$ cat config.mk
export PLATFORM = sky130hd
export DESIGN_NAME = ysyx_25030081_idu_ctrl
export DESIGN_NICKNAME = d
export VERILOG_FILES = /design/src/rtl/ysyx_25030081_idu_ctrl.sv
export SDC_FILE = /design/constraint.sdc
export NUM_CORES = 1
export LEC_CHECK = 0
export BUFFER_PORTS_ARGS = -buffer_cell sky130_fd_sc_hd__buf_2
export CORE_ASPECT_RATIO = 0.7
export CORE_MARGIN = 3
export CORE_UTILIZATION = 30
export CTS_CLUSTER_DIAMETER = 150
export DETAILED_ROUTE_END_ITERATION = 10
export SYNTH_ARGS = -nofsm -noshare
export SYNTH_HDL_FRONTEND = slang
export SYNTH_SLANG_ARGS = --single-unit
$ cat constraint.sdc
create_clock -name clk -period 2.4 [get_ports clk]
set_input_delay 0.12 -clock clk [delete_from_list [all_inputs] [get_ports clk]]
set_output_delay 0.12 -clock clk [all_outputs]
set_load 0.01 [all_outputs]
$ cat src/rtl/ysyx_25030081_idu_ctrl.sv
// Decode-stage controller: classifies opcodes into an ext_op, holds the
// result in a one-entry output register and issues it to the EXU.
module ysyx_25030081_idu_ctrl #(
    parameter int unsigned           DATA_WIDTH = 32,
    parameter logic [DATA_WIDTH-1:0] PC_RESET   = {1'b1, {(DATA_WIDTH-1){1'b0}}}
) (
    input  logic                  clk,
    input  logic                  rst_n,
    input  logic                  in_valid,
    output logic                  in_ready,
    input  logic [31:0]           in_inst,
    input  logic [DATA_WIDTH-1:0] in_pc,
    output logic                  out_valid,
    input  logic                  out_ready,
    output logic [24:0]           out_inst,
    output logic [2:0]            out_ext_op,
    output logic [DATA_WIDTH-1:0] out_pc,
    output logic                  out_rd_wen,
    output logic                  out_illegal,
    input  logic                  flush,
    output logic                  halted,
    output logic [DATA_WIDTH-1:0] issue_cnt
);

    typedef enum logic [1:0] {
        S_EMPTY = 2'd0,
        S_FULL  = 2'd1,
        S_HALT  = 2'd2
    } state_t;

    localparam logic [6:0] OP_LUI    = 7'b0110111;
    localparam logic [6:0] OP_AUIPC  = 7'b0010111;
    localparam logic [6:0] OP_JAL    = 7'b1101111;
    localparam logic [6:0] OP_JALR   = 7'b1100111;
    localparam logic [6:0] OP_LOAD   = 7'b0000011;
    localparam logic [6:0] OP_IMM    = 7'b0010011;
    localparam logic [6:0] OP_STORE  = 7'b0100011;
    localparam logic [6:0] OP_BRANCH = 7'b1100011;
    localparam logic [6:0] OP_REG    = 7'b0110011;
    localparam logic [6:0] OP_SYSTEM = 7'b1110011;

    localparam logic [2:0] EXT_I = 3'b000;
    localparam logic [2:0] EXT_U = 3'b001;
    localparam logic [2:0] EXT_S = 3'b010;
    localparam logic [2:0] EXT_B = 3'b011;
    localparam logic [2:0] EXT_J = 3'b100;

    state_t                state_q, state_d;
    logic [24:0]           inst_q, inst_d;
    logic [2:0]            ext_op_q, ext_op_d;
    logic [DATA_WIDTH-1:0] pc_q, pc_d;
    logic                  rd_wen_q, rd_wen_d;
    logic                  illegal_q, illegal_d;
    logic [DATA_WIDTH-1:0] cnt_q, cnt_d;

    logic       accept;
    logic       issue;
    logic [2:0] dec_ext_op;
    logic       dec_rd_wen;
    logic       dec_illegal;

    assign accept = in_valid && in_ready;
    assign issue  = out_valid && out_ready;

    // Opcode classification of the incoming instruction
    always_comb begin
        dec_ext_op  = EXT_I;
        dec_rd_wen  = 1'b0;
        dec_illegal = 1'b0;
        case (in_inst[6:0])
            OP_LUI, OP_AUIPC: begin
                dec_ext_op = EXT_U;
                dec_rd_wen = 1'b1;
            end
            OP_JAL: begin
                dec_ext_op = EXT_J;
                dec_rd_wen = 1'b1;
            end
            OP_JALR, OP_LOAD, OP_IMM, OP_REG: begin
                dec_ext_op = EXT_I;
                dec_rd_wen = 1'b1;
            end
            OP_STORE: dec_ext_op = EXT_S;
            OP_BRANCH: dec_ext_op = EXT_B;
            OP_SYSTEM: dec_ext_op = EXT_I;
            default: dec_illegal = 1'b1;
        endcase
        if (in_inst[1:0] != 2'b11) begin
            dec_illegal = 1'b1;
        end
    end

    always_ff @(posedge clk) begin
        if (!rst_n) begin
            state_q <= S_EMPTY;
        end else begin
            state_q <= state_d;
        end
    end

    // Flush beats halt, so a discarded illegal entry never stops the core
    always_comb begin
        state_d = state_q;
        unique case (state_q)
            S_EMPTY: begin
                if (accept) begin
                    state_d = S_FULL;
                end
            end
            S_FULL: begin
                if (flush) begin
                    state_d = S_EMPTY;
                end else if (issue && illegal_q) begin
                    state_d = S_HALT;
                end else if (issue && !accept) begin
                    state_d = S_EMPTY;
                end
            end
            S_HALT: state_d = S_HALT;
            default: state_d = S_EMPTY;
        endcase
    end

    always_comb begin
        out_valid = (state_q == S_FULL);
        halted    = (state_q == S_HALT);
        in_ready  = !flush &&
                    ((state_q == S_EMPTY) ||
                     ((state_q == S_FULL) && out_ready));
    end

    always_comb begin
        inst_d    = inst_q;
        ext_op_d  = ext_op_q;
        pc_d      = pc_q;
        rd_wen_d  = rd_wen_q;
        illegal_d = illegal_q;
        cnt_d     = cnt_q;
        if (accept) begin
            inst_d    = in_inst[31:7];
            ext_op_d  = dec_ext_op;
            pc_d      = in_pc;
            rd_wen_d  = dec_rd_wen;
            illegal_d = dec_illegal;
        end
        if (issue) begin
            cnt_d = cnt_q + DATA_WIDTH'(1);
        end
    end

    always_ff @(posedge clk) begin
        if (!rst_n) begin
            inst_q    <= '0;
            ext_op_q  <= EXT_I;
            pc_q      <= PC_RESET;
            rd_wen_q  <= 1'b0;
            illegal_q <= 1'b0;
            cnt_q     <= '0;
        end else begin
            inst_q    <= inst_d;
            ext_op_q  <= ext_op_d;
            pc_q      <= pc_d;
            rd_wen_q  <= rd_wen_d;
            illegal_q <= illegal_d;
            cnt_q     <= cnt_d;
        end
    end

    assign out_inst    = inst_q;
    assign out_ext_op  = ext_op_q;
    assign out_pc      = pc_q;
    assign out_rd_wen  = rd_wen_q;
    assign out_illegal = illegal_q;
    assign issue_cnt   = cnt_q;

endmodule

# Word level (Yosys, flattened, before mapping)
# Index checks and enable logic that the tools add are counted.
# Widths: inputs -> output; s select.
# classes
addsub	1
eq_ne	15
n_mux	9
reduce_logical	13
# op_table
op	n
$add 32x1->32 const B	1
$eq 7x7->1 const B	4
$eq 7x6->1 const B	3
$eq 7x5->1 const B	2
$pmux 3 s4	1
$reduce_or 10->1	1
$mux 2	4
$eq 7x2->1 const B	1
$reduce_or 7->1	1
$pmux 2 s3	1
$logic_and 1x1->1	5
$ne 2x2->1 const B	2
$ne 4x1->1 const B	1
$mux 1	3
$eq 2x1->1 const B	1
$eq 2x2->1 const B	1
$logic_not 1->1	2
$logic_not 2->1	1
$reduce_and 2->1	1
$reduce_or 2->1	1
$logic_or 1x1->1	1
# word_totals
reg_bits	96
inputBits	69
out_inout_bits	97

# Logic depth before layout (Yosys ltp)
# logic_depth
depth_word	11
ltp_mapped	6
depth_no_buf	5

# Least setup slack after synthesis
# No wires, ideal clock.
# synth_path
path_kind	flip-flop to flip-flop
from	register cnt_q[0] (netlist: issue_cnt[0])
to	register cnt_q[28] (netlist: issue_cnt[28])
setup_time_ns	0.070
arrival_time_ns	2.016
required_time_ns	2.330
slack_ns	0.314
stages_incl_launch_ff	7
synth_period_minus_slack_ns	2.086
cell_sequence	dfxtp_1 ha_1 nand4b_4 or4_1 buf_2 or4_1 a21oi_1
# synth_between
elab_chain_len	1
# synth_lines
element	line_no	source
start: declaration	54	logic [DATA_WIDTH-1:0] cnt_q, cnt_d;
start signal: assignment	165	cnt_q <= cnt_d;
$add 32x1->32	147	cnt_d = cnt_q + DATA_WIDTH'(1);
# Every way passes these cells.
# A chain may end at the register's enable or synchronous reset.

# Worst setup path in the final report
# layout_path
from	register cnt_q[0] (netlist: issue_cnt[0])
to	register cnt_q[30] (netlist: issue_cnt[30])
# Same word-level chain as after synthesis.

==> out/qor.csv <==
stage,metric,value,unit
outcome,status,finished clean,
synthesis,yosysSeqAreaShare,50.1,%
synthesis,postSynthCellCount,476,
synthesis,ys.warnings.count,0,
synthesis,syn_area_per_cell,8.06,um^2
worst_setup_path,worst_setup_path_start_kind,flip-flop,
finish,final_common_cell,buf_2,
floorplanning,die_h,101,um
clock_tree,cts_tree,yes,
worst_setup_path,worstPathRequired,2.67,ns
pwr,power_frac_seq,47.7,%
floorplanning,die_x,141,um
pwr,intPower,2620,uW
pwr,cellPowerDensity,654,nW/um^2
clock_tree,cts_root_buf,clkbuf_16,
synthesis,synth_cell_type_count,40,
synthesis,synth_top_area_cell,dfxtp_1,
synthesis,ys_seq_elements,96,
synthesis,synth_edf_count,0,
finish,finish.utilization,44.2,%
global_route,antenna_found_initial,1,
finish,drive_above_1_share,29.9,%
drt,drt_iter0_markers,151,
clock_tree,post-cts-setup-buffer-count,0,
placement,dp_hpwl,7840,um
timing,slew_headroom,63.1,%
synthesis,synthTopCellsByArea,"dfxtp_1 50%, nand2_1 13%, a21oi_1 11%",
floorplanning,dieArea,14200,um^2
worst_setup_path,critPathMaxFanout,10,
drt,vias,3927,
drt,dr.pass1.iters,4,
synthesis,syn_area,3830,um^2
global_route,track_usage,16.4,%
synthesis,synth.top_cell.area_share,50.1,%
synthesis,postSynthNetCount,546,
worst_setup_path,worstSetupPathType,reg -> reg,
floorplanning,fp.coreArea,12100,um^2
clock_tree,insertion_delay,0.34,ns
worst_setup_path,end_kind,flip-flop,
pwr,power.share.clock,43.0,%
drt,ant_nets,0,
placement,dp_cells,775,
timing,tightestPinTransition,0.546,ns
drt,drcViolationCount,0,
floorplanning,row_count,33,
timing,finalSetupTns,0,ns
timing,rsz0062_at_grt,false,
pwr,leakagePower,0.00230,uW
pwr,ir_drop,0.345,mV
timing,setup_viol,0,
timing,holdWs,0.0116,ns
placement,port_buffers,165,
pwr,pwr-share-comb,9.2,%
clock_tree,cts_buffer_depth,2,
synthesis,async_reset_ff_share,0,%
hold_path,hp-class,in -> reg,
global_route,grt_max_degree,65,
worst_setup_path,regToRegSetupSlack,0.26,ns
clock_tree,cts_buffers,9,
global_route,overflow,0,
floorplanning,io_pins,166,
floorplanning,initial_core_util,31.7,%
drt,detail_route.wl_per_cell,14.0,um
clock_tree,htree_levels,3,
clock_tree,clkSlewWorstSetupHoldPaths,0.08,ns
finish,stdcell_count,812,
worst_setup_path,critPathArrivalTime,2.41,ns
job,drv_cap,0,
timing,worst_slack,0.256,ns
synthesis,ys.flop_type,dfxtp_1,
drt,vias_per_cell,4.84,
placement,place_ws,0.281,ns
timing,clock_skew,0.00634,ns
finish,syn_to_final_growth,39.6,%
timing,period_needed,2.14,ns
timing,slew_viol_final,0,
pwr,netSwitchingFraction,25.1,%
finish,num_antenna_cells,0,
pwr,switching_power,877,uW
global_route,grt_pass1_wl,19100,um
placement,finalWeightedCongestion,0.760,
timing,max_freq,466,MHz
global_route,first_global_vias,3932,
clock_tree,cts.sinks,96,
timing,finalHoldViolCount,0,
finish,final_cell_mix,"165 x buf_2, 133 x nand2_1, 96 x dfxtp_1",
drt,wl,11400,um
finish,nets,720,
timing,min_period_over_period,89.4,%
-- cell usage after synthesis, types with 2 or more instances --
cell type and count:
nand3_1 11, or4_1 11, nand2_1 133, nand4_1 7, nand4b_1 2, xnor2_1 7, and4_1 4, nor3b_1 2
xor2_1 2, nor2b_1 3, a21oi_1 83, nor2_1 13, and3_1 2, and2_1 2, or3_1 13, nor4_1 3
a31oi_1 2, o31ai_1 9, clkbuf_1 28, and3b_1 2, inv_1 8, dfxtp_1 96, o21ai_0 14, nor3_1 3
-- registers in the layout (all words and copies together), names as in the netlist --
register / cells
out_ext_op: 3
out_pc: 32
out_illegal: 1
out_rd_wen: 1
issue_cnt: 32
state_q: 2
out_inst: 25
-- power groups by stage --
stage | registers, uW | logic (uW) | clock network (uW)
detailed placement | 1710 | 299 | 0
floorplan | 1730 | 119 | 0
finish | 1670 | 323 | 1510
global placement | 1700 | 295 | 0
CTS | 1670 | 325 | 1550
global route | 1680 | 361 | 1620
-- critical path, stage by stage (launching register included) --
cell and delay, ns:
dfxtp_1 0.33, ha_1 0.20, nand4b_4 0.17, or4_1 0.68, or4_1 0.53, a21oi_1 0.16
-- final cells by class --
type,count,area [um^2]
timing repair buffer,193,1130
clock buffer,9,225
tap,157,196
sequential,96,1920
clock inverter,7,85.1
fill,1216,6750
inverter,8,30.0
multi-input combinational,342,1770
-- what timing repair did --
| item | in CTS | in global routing |
|---|---|---|
| endpoints found under the hold margin | 20 | 0 |
| gates resized for setup | 0 | 0 |
| hold buffers | 21 | 0 |
-- cells by family (layout without fill, tap and decap cells) --
family | Yosys count | count (layout) | synth area share (%)
AND/OR/NAND/NOR | 222 | 222 | 28.4
AO/OA/AOI/OAI | 110 | 110 | 15.2
flip-flops | 96 | 96 | 50.1
buffers and inverters | 38 | 217 | 3.95
XOR/XNOR | 9 | 9 | 2.06
adder cells (fa/ha/maj) | 1 | 1 | 0.326
-- per-stage QoR --
| step | cell area (um^2) | total power (uW) |
|---|---|---|
| after floorplan | 3830 | 1850 |
| after global placement | 4830 | 2000 |
| after detailed placement | 4830 | 2000 |
| after CTS | 5350 | 3550 |
| after global routing | 5350 | 3660 |
| final | 5350 | 3500 |
-- final timing paths --
kind              endpoint          from  depth (start not counted)
max          issue_cnt[30]  issue_cnt[0]                          5
min              out_pc[0]      in_pc[0]                          3
max reg2reg  issue_cnt[30]  issue_cnt[0]                          5
min reg2reg      out_pc[2]     out_pc[2]                          2
-- layer usage --
metal | track usage [%] | wire [um] | vias to the layer above
met2 | 27.0 | 5290 | 124
li1 | - | - | 1990
met5 | 0 | 13 | -
met3 | 7.21 | 1040 | 11
met4 | 3.80 | 105 | 2
met1 | 19.8 | 4920 | 1800
Note: power is estimated with default switching activity, not from simulation.
